==> src/rtl/ysyx_25030081_ifu.sv <==
// Instruction fetch unit: one outstanding valid/ready read between the core and instruction memory.
// Optional watchdog enabled by defining YSYX_25030081_IFU_TIMEOUT_EN.
module ysyx_25030081_ifu #(
    parameter int ADDR_WIDTH = 32,
    parameter int DATA_WIDTH = 32,
    parameter int TIMEOUT    = 255
) (
    input  logic                  clk,
    input  logic                  rst,
    input  logic                  fetch_valid,
    output logic                  fetch_ready,
    input  logic [ADDR_WIDTH-1:0] fetch_pc,
    input  logic                  flush,
    output logic                  inst_valid,
    input  logic                  inst_ready,
    output logic [DATA_WIDTH-1:0] inst,
    output logic [ADDR_WIDTH-1:0] inst_pc,
    output logic                  imem_req_valid,
    input  logic                  imem_req_ready,
    output logic [ADDR_WIDTH-1:0] imem_req_addr,
    input  logic                  imem_rsp_valid,
    input  logic [DATA_WIDTH-1:0] imem_rsp_data,
    input  logic                  imem_rsp_err,
    output logic                  fault,
    output logic [1:0]            fault_cause
);

    localparam logic [1:0] CAUSE_NONE     = 2'b00;
    localparam logic [1:0] CAUSE_MISALIGN = 2'b01;
    localparam logic [1:0] CAUSE_BUSERR   = 2'b10;
    localparam logic [1:0] CAUSE_TIMEOUT  = 2'b11;

    typedef enum logic [1:0] {
        S_IDLE = 2'b00,
        S_REQ  = 2'b01,
        S_WAIT = 2'b10,
        S_HOLD = 2'b11
    } state_e;

    state_e                state_q, state_d;
    logic                  drop_q, drop_d;
    logic                  inst_valid_q, inst_valid_d;
    logic [DATA_WIDTH-1:0] inst_q, inst_d;
    logic [ADDR_WIDTH-1:0] inst_pc_q, inst_pc_d;
    logic                  req_valid_q, req_valid_d;
    logic [ADDR_WIDTH-1:0] req_addr_q, req_addr_d;
    logic                  fault_q, fault_d;
    logic [1:0]            cause_q, cause_d;
    logic                  tmo_hit_s;
    logic                  accept_s;

`ifdef YSYX_25030081_IFU_TIMEOUT_EN
    localparam int CW = (TIMEOUT > 1) ? $clog2(TIMEOUT) : 1;
    logic [CW-1:0] tmo_cnt_q, tmo_cnt_d;

    assign tmo_hit_s = (tmo_cnt_q == CW'(TIMEOUT - 1));

    // Watchdog: counts REQ/WAIT cycles, restarts whenever the FSM passes through IDLE/HOLD or on flush.
    always_comb begin
        tmo_cnt_d = tmo_cnt_q;
        if (flush) begin
            tmo_cnt_d = {CW{1'b0}};
        end else if ((state_q == S_REQ) || (state_q == S_WAIT)) begin
            tmo_cnt_d = tmo_cnt_q + CW'(1);
        end else begin
            tmo_cnt_d = {CW{1'b0}};
        end
    end

    // Watchdog counter register.
    always_ff @(posedge clk) begin
        if (!rst) begin
            tmo_cnt_q <= {CW{1'b0}};
        end else begin
            tmo_cnt_q <= tmo_cnt_d;
        end
    end
`else
    logic unused_timeout_s;

    assign tmo_hit_s        = 1'b0;
    assign unused_timeout_s = (TIMEOUT > 0);
`endif

    assign fetch_ready = rst && (state_q == S_IDLE) && !flush;
    assign accept_s    = fetch_valid && fetch_ready;

    // Next-state and output-register logic for the fetch FSM.
    always_comb begin
        state_d      = state_q;
        drop_d       = drop_q;
        inst_valid_d = inst_valid_q;
        inst_d       = inst_q;
        inst_pc_d    = inst_pc_q;
        req_valid_d  = req_valid_q;
        req_addr_d   = req_addr_q;
        fault_d      = fault_q;
        cause_d      = cause_q;

        case (state_q)
            S_IDLE: begin
                // drop only survives here after a watchdog abort; the straggler response retires it
                if (drop_q && imem_rsp_valid) begin
                    drop_d = 1'b0;
                end else begin
                    drop_d = drop_q;
                end
                if (accept_s) begin
                    inst_pc_d = fetch_pc;
                    if (fetch_pc[1:0] != 2'b00) begin
                        state_d      = S_HOLD;
                        inst_valid_d = 1'b1;
                        inst_d       = {DATA_WIDTH{1'b0}};
                        fault_d      = 1'b1;
                        cause_d      = CAUSE_MISALIGN;
                    end else begin
                        state_d     = S_REQ;
                        req_valid_d = 1'b1;
                        req_addr_d  = fetch_pc;
                        fault_d     = 1'b0;
                        cause_d     = CAUSE_NONE;
                    end
                end else begin
                    state_d = S_IDLE;
                end
            end
            S_REQ: begin
                if (tmo_hit_s) begin
                    req_valid_d = 1'b0;
                    drop_d      = imem_req_ready;
                    if (flush || drop_q) begin
                        state_d = S_IDLE;
                    end else begin
                        state_d      = S_HOLD;
                        inst_valid_d = 1'b1;
                        inst_d       = {DATA_WIDTH{1'b0}};
                        fault_d      = 1'b1;
                        cause_d      = CAUSE_TIMEOUT;
                    end
                end else if (imem_req_ready) begin
                    req_valid_d = 1'b0;
                    state_d     = S_WAIT;
                    drop_d      = drop_q || flush;
                end else begin
                    drop_d = drop_q || flush;
                end
            end
            S_WAIT: begin
                if (imem_rsp_valid) begin
                    if (drop_q || flush) begin
                        state_d = S_IDLE;
                        drop_d  = 1'b0;
                    end else begin
                        state_d      = S_HOLD;
                        inst_valid_d = 1'b1;
                        inst_d       = imem_rsp_err ? {DATA_WIDTH{1'b0}} : imem_rsp_data;
                        fault_d      = imem_rsp_err;
                        cause_d      = imem_rsp_err ? CAUSE_BUSERR : CAUSE_NONE;
                    end
                end else if (tmo_hit_s) begin
                    drop_d = 1'b1;
                    if (drop_q || flush) begin
                        state_d = S_IDLE;
                    end else begin
                        state_d      = S_HOLD;
                        inst_valid_d = 1'b1;
                        inst_d       = {DATA_WIDTH{1'b0}};
                        fault_d      = 1'b1;
                        cause_d      = CAUSE_TIMEOUT;
                    end
                end else begin
                    drop_d = drop_q || flush;
                end
            end
            S_HOLD: begin
                if (drop_q && imem_rsp_valid) begin
                    drop_d = 1'b0;
                end else begin
                    drop_d = drop_q;
                end
                if (flush || inst_ready) begin
                    state_d      = S_IDLE;
                    inst_valid_d = 1'b0;
                end else begin
                    state_d = S_HOLD;
                end
            end
            default: begin
                state_d      = S_IDLE;
                drop_d       = 1'b0;
                inst_valid_d = 1'b0;
                req_valid_d  = 1'b0;
            end
        endcase
    end

    // State and registered-output update with synchronous active-low reset.
    always_ff @(posedge clk) begin
        if (!rst) begin
            state_q      <= S_IDLE;
            drop_q       <= 1'b0;
            inst_valid_q <= 1'b0;
            inst_q       <= {DATA_WIDTH{1'b0}};
            inst_pc_q    <= {ADDR_WIDTH{1'b0}};
            req_valid_q  <= 1'b0;
            req_addr_q   <= {ADDR_WIDTH{1'b0}};
            fault_q      <= 1'b0;
            cause_q      <= CAUSE_NONE;
        end else begin
            state_q      <= state_d;
            drop_q       <= drop_d;
            inst_valid_q <= inst_valid_d;
            inst_q       <= inst_d;
            inst_pc_q    <= inst_pc_d;
            req_valid_q  <= req_valid_d;
            req_addr_q   <= req_addr_d;
            fault_q      <= fault_d;
            cause_q      <= cause_d;
        end
    end

    assign inst_valid     = inst_valid_q;
    assign inst           = inst_q;
    assign inst_pc        = inst_pc_q;
    assign imem_req_valid = req_valid_q;
    assign imem_req_addr  = req_addr_q;
    assign fault          = fault_q;
    assign fault_cause    = cause_q;

endmodule

==> config.mk <==
export PLATFORM = sky130hd
export DESIGN_NAME = ysyx_25030081_ifu
export DESIGN_NICKNAME = d
export VERILOG_FILES = /design/src/rtl/ysyx_25030081_ifu.sv
export SDC_FILE = /design/constraint.sdc
export NUM_CORES = 1
export LEC_CHECK = 0
export BUFFER_PORTS_ARGS = -buffer_cell sky130_fd_sc_hd__buf_2
export CAP_MARGIN = 20
export CORE_MARGIN = 8
export CORE_UTILIZATION = 44
export CTS_BUF_LIST = sky130_fd_sc_hd__clkbuf_4
export CTS_CLUSTER_DIAMETER = 40
export DETAILED_ROUTE_END_ITERATION = 8
export HOLD_SLACK_MARGIN = 0.05
export PLACE_DENSITY_LB_ADDON = 0.08
export SETUP_SLACK_MARGIN = 0.2
export SLEW_MARGIN = 30
export SYNTH_ARGS = -nofsm -noshare
export SYNTH_HDL_FRONTEND = slang
export SYNTH_SLANG_ARGS = --single-unit
==> constraint.sdc <==
create_clock -name clk -period 1.7 [get_ports clk]
set_input_delay 0.17 -clock clk [delete_from_list [all_inputs] [get_ports clk]]
set_output_delay 0.17 -clock clk [all_outputs]
set_load 0.005 [all_outputs]
==> out/summary.md <==
For this block, the routed nets add up to 14360 um of wire. For the count of final setup violators, the log shows 1. The detailed router placed 4291 vias in this run.

The worst hold path terminates at fault_cause[1]. In this run, the number of DRC markers left after iteration 0 of detailed routing was 166. Setup repair after global routing could not meet its margin everywhere. The kind of start point of the critical path is a flop. After clock tree synthesis, the clock-pin slew on the worst setup and hold paths is 150 ps. The signal on the critical path passes through inv_4, ha_4, nand2b_4, a22oi_4, a21boi_4, bufbuf_16, mux2i_1.

Each instance of the synthesized netlist takes up on average 8.495 um^2. The tools report the number of remaining DRC errors as 0. TritonCTS built the clock tree. The number of nets handed over by synthesis was 561. The total area inside the core boundary comes to 9153 um^2. The number of placed instances, taps included, is 748. The H-tree was split into 3 levels. The tools report the residual antenna-violating net count after detailed routing as 0.

The layout has 649 filler cells. Post-layout worst setup margin: -27.61 ps. Port buffering added 173 buffers.

The first detailed-routing pass ran for 4 iterations. Hold path startpoint: imem_rsp_err. The commonest non-fill, non-tap cell in the layout was sky130_fd_sc_hd__buf_2.

The post-DP HPWL was 8534 um. In this run the horizontal extent of the chip is 112.7 um. For the count of cell types in the netlist, the log shows 33.

Derived from the worst setup path, the maximum achievable clock frequency is 578.8 MHz. The clock buffer count from CTS is 9, and the top fanout value on the critical path is 8. The first global-routing pass estimated 21110 um of wire. The worst path needs 1728 ps of the cycle, external delays included.

The clock net in this run drives a total of 104 sinks. The share of post-route cells with drive strength above 1 was 45.91%. Worst reg2reg path endpoint: inst[11].

The die is 112.7 um tall. In this run the power density over the cells is 1042 nW/um^2. During I/O placement, the number of pins put on the boundary was 174. The final reports fail on negative setup slack. The logs give 4111 um^2 for the combined area of all synthesized cells and 0 for the number of warnings reported in the yosys synthesis log.

Of all flip-flops after synthesis, the portion carrying an async set or reset was 0%. The synthesized design devotes to its leading area cell type 50.64% of total area. The run gives 2446 um^2 as the area of the multi-input gates.

The final layout contains 809 nets. The routability-driven placement congestion ratio was 0.7801. Max-cap violations in this run came to 0. The library cell contributing the largest single delay on the critical path was sky130_fd_sc_hd__dfxtp_4.

The total design power is 7.188 mW. The run gives 3.171 nW as the leakage power summed over all cells. STA classifies the critical path endpoint as a flop. In the layout the commonest cells are sky130_fd_sc_hd__buf_2 (173), sky130_fd_sc_hd__nand2_1 (141), sky130_fd_sc_hd__dfxtp_1 (102).

The routed via count divided by cell count came out at 5.072. Max-slew violation count: 0. Area growth from synthesis to final layout: 67.74%. The maximum number of pins on one net before global-route repair is 62. The initial core utilization came out at 44.92%.

The die covers 12690 um^2. The startpoint identified for the worst register-to-register timing path is state_q[0]. The run finished, with violations left.

The tools report the clock latency at the later pin of the worst-skew pair as 430 ps. Master cell of the clock root buffer: sky130_fd_sc_hd__clkbuf_4. The register cell area after layout is 2090 um^2, and the average routed wire per standard cell is 16.97 um.

The number of enable-type register cells in the synthesized netlist came out at 0. The startpoint-to-endpoint class of the critical path is flop to flop. For the number of antenna violations at the first check in global routing, the log shows 1.

For this run, the slowest stage of the critical path takes 390 ps. The clock arrives with 12.22 ps of skew. Sorting the synthesized cells by area gives the leading types as sky130_fd_sc_hd__dfxtp_1 (51%), sky130_fd_sc_hd__nand2_1 (17%), sky130_fd_sc_hd__mux2i_1 (8.8%). The flip-flop cell with the highest count after synthesis is sky130_fd_sc_hd__dfxtp_1. The synthesized design spends more area on one cell type than any other, namely sky130_fd_sc_hd__dfxtp_1. The sequential fraction of the synthesis area is 50.64%. Measured against its own limit, the worst slew margin works out to 59.16%. The run gives 5124 um^2 as the standard cell area after detailed placement. The logs give 2070 ps for the data required time at the worst endpoint and 6897 um^2 for the final standard cell area without fillers. The clock passes through at most 2 buffers. The final setup TNS is -27.61 ps, and the number of global-route vias before repair is 4265. The tools report the reg2reg setup slack as -30 ps. The cell count after synthesis came out at 484. The number of cells on the worst reg-to-reg path is 7, and the cell count of the worst hold path is 4. After global routing the overflow that remains totals 0.

The path class of the lowest-slack min-delay path was input pin to flop. The tools report the non-filler instance count after layout as 846. The number of hold violations in the final report was 0. Data arrives at the worst endpoint at 2090 ps. The worst vdd rail ir drop came out at 0.0006974 V.

In this run the core area contains 35 standard-cell rows. At the pin with the least slew margin, the transition time is 610.4 ps. For this run, the share of the core covered by cells in the final layout is 75.35%.

Across every metal layer, demand over resource in global routing totals 20.36%. After synthesis the netlist holds a flip-flop and latch count of 104. The final clock period utilization by the worst path works out to 101.6%.
logic make-up (layout without fill, tap and decap cells):
| kind of cell | count (synthesis) | in the layout | synth area share (%) |
|---|---|---|---|
| muxes | 36 | 36 | 8.765 |
| adders and majority gates | 5 | 5 | 1.522 |
| DFF | 104 | 104 | 50.64 |
| other | 0 | 1 | 0 |
| and+or+nand+nor | 220 | 220 | 22.52 |
| AOI/OAI and AO/OA | 78 | 78 | 11.02 |
| xor gates and xnor gates | 1 | 1 | 0.2131 |
| buffers and inverters | 40 | 290 | 5.326 |
report_power, final:
group	switching, mW	internal [mW]
clock	0.778	0.871
combinational	1.27	1.54
sequential	0.117	2.61
total	2.17	5.02
worst max path at each step:
stage / start / slack (ps) / depth (start not counted) / endpoint
global route: state_q[0] / -70 / 7 / inst[11]
CTS: state_q[0] / 30 / 8 / inst[14]
finish: state_q[0] / -30 / 7 / inst[11]
detailed placement: state_q[0] / 2 / 7 / inst[30]
global placement: state_q[0] / 80 / 7 / inst[25]
floorplan: state_q[1] / 10 / 8 / inst[0]
timing repair:
| item | in CTS | in global routing |
|---|---|---|
| buffers inserted | 9 | 4 |
| hold buffers | 64 | 0 |
| pin swaps | 6 | 73 |
| resized for setup | 15 | 164 |
| endpoints found under the setup margin | 90 | 100 |
| endpoints found under the hold margin | 94 | 0 |
| gates cloned | 2 | 5 |
metrics by stage:
step                      hold WS [ps]  worst slack, ps
final                            100.7           -27.61
after global routing             78.58           -68.54
after CTS                        74.22            33.68
after detailed placement         425.7            2.226
after global placement           416.1            75.16
after floorplan                  306.0            10.91
layer usage:
metal  vias to the layer above  global-route usage (%)  wire [um]
met5                         -                       0         10
met4                         2                   5.306        146
met3                        15                   7.783       1060
met2                       131                   34.80       7461
met1                      2068                   23.24       5682
li1                       2075                       -          -
Yosys cell counts, types with 2 or more instances:
cell,n
sky130_fd_sc_hd__a2111oi_0,2
sky130_fd_sc_hd__a21boi_0,6
sky130_fd_sc_hd__a21oi_1,61
sky130_fd_sc_hd__and3_1,4
sky130_fd_sc_hd__buf_12,3
sky130_fd_sc_hd__buf_2,10
sky130_fd_sc_hd__clkbuf_1,20
sky130_fd_sc_hd__dfxtp_1,104
sky130_fd_sc_hd__ha_1,5
sky130_fd_sc_hd__inv_1,5
sky130_fd_sc_hd__mux2i_1,36
sky130_fd_sc_hd__nand2_1,191
sky130_fd_sc_hd__nand2b_1,5
sky130_fd_sc_hd__nor2_1,9
sky130_fd_sc_hd__nor3_1,3
sky130_fd_sc_hd__o21ai_0,3
state kept, by name, summed over array words and instances (netlist names):
register and cells:
imem_req_valid 1, inst_valid 1, inst_pc 32, imem_req_addr 32, drop_q 1, inst 32
fault 1, state_q 2, fault_cause 2
worst max-delay path, delay by kind of cell, from the launching register on:
kind | cells | cell delay (ps)
compound gates | 2 | 380
fa+ha+maj | 1 | 170
buf+inv | 2 | 350
flops | 1 | 390
mux | 1 | 230
simple gates | 1 | 140
cell type report:
cell class | count | area share, %
Sequential cell | 104 | 30.30
Antenna cell | 1 | 0.03628
Tap cell | 111 | 2.014
Timing Repair Buffer | 271 | 29.06
Multi-Input combinational cell | 340 | 35.47
Clock buffer | 9 | 0.9797
Clock inverter | 4 | 1.742
Inverter | 6 | 0.3991
Note: power is estimated with default switching activity, not from simulation.
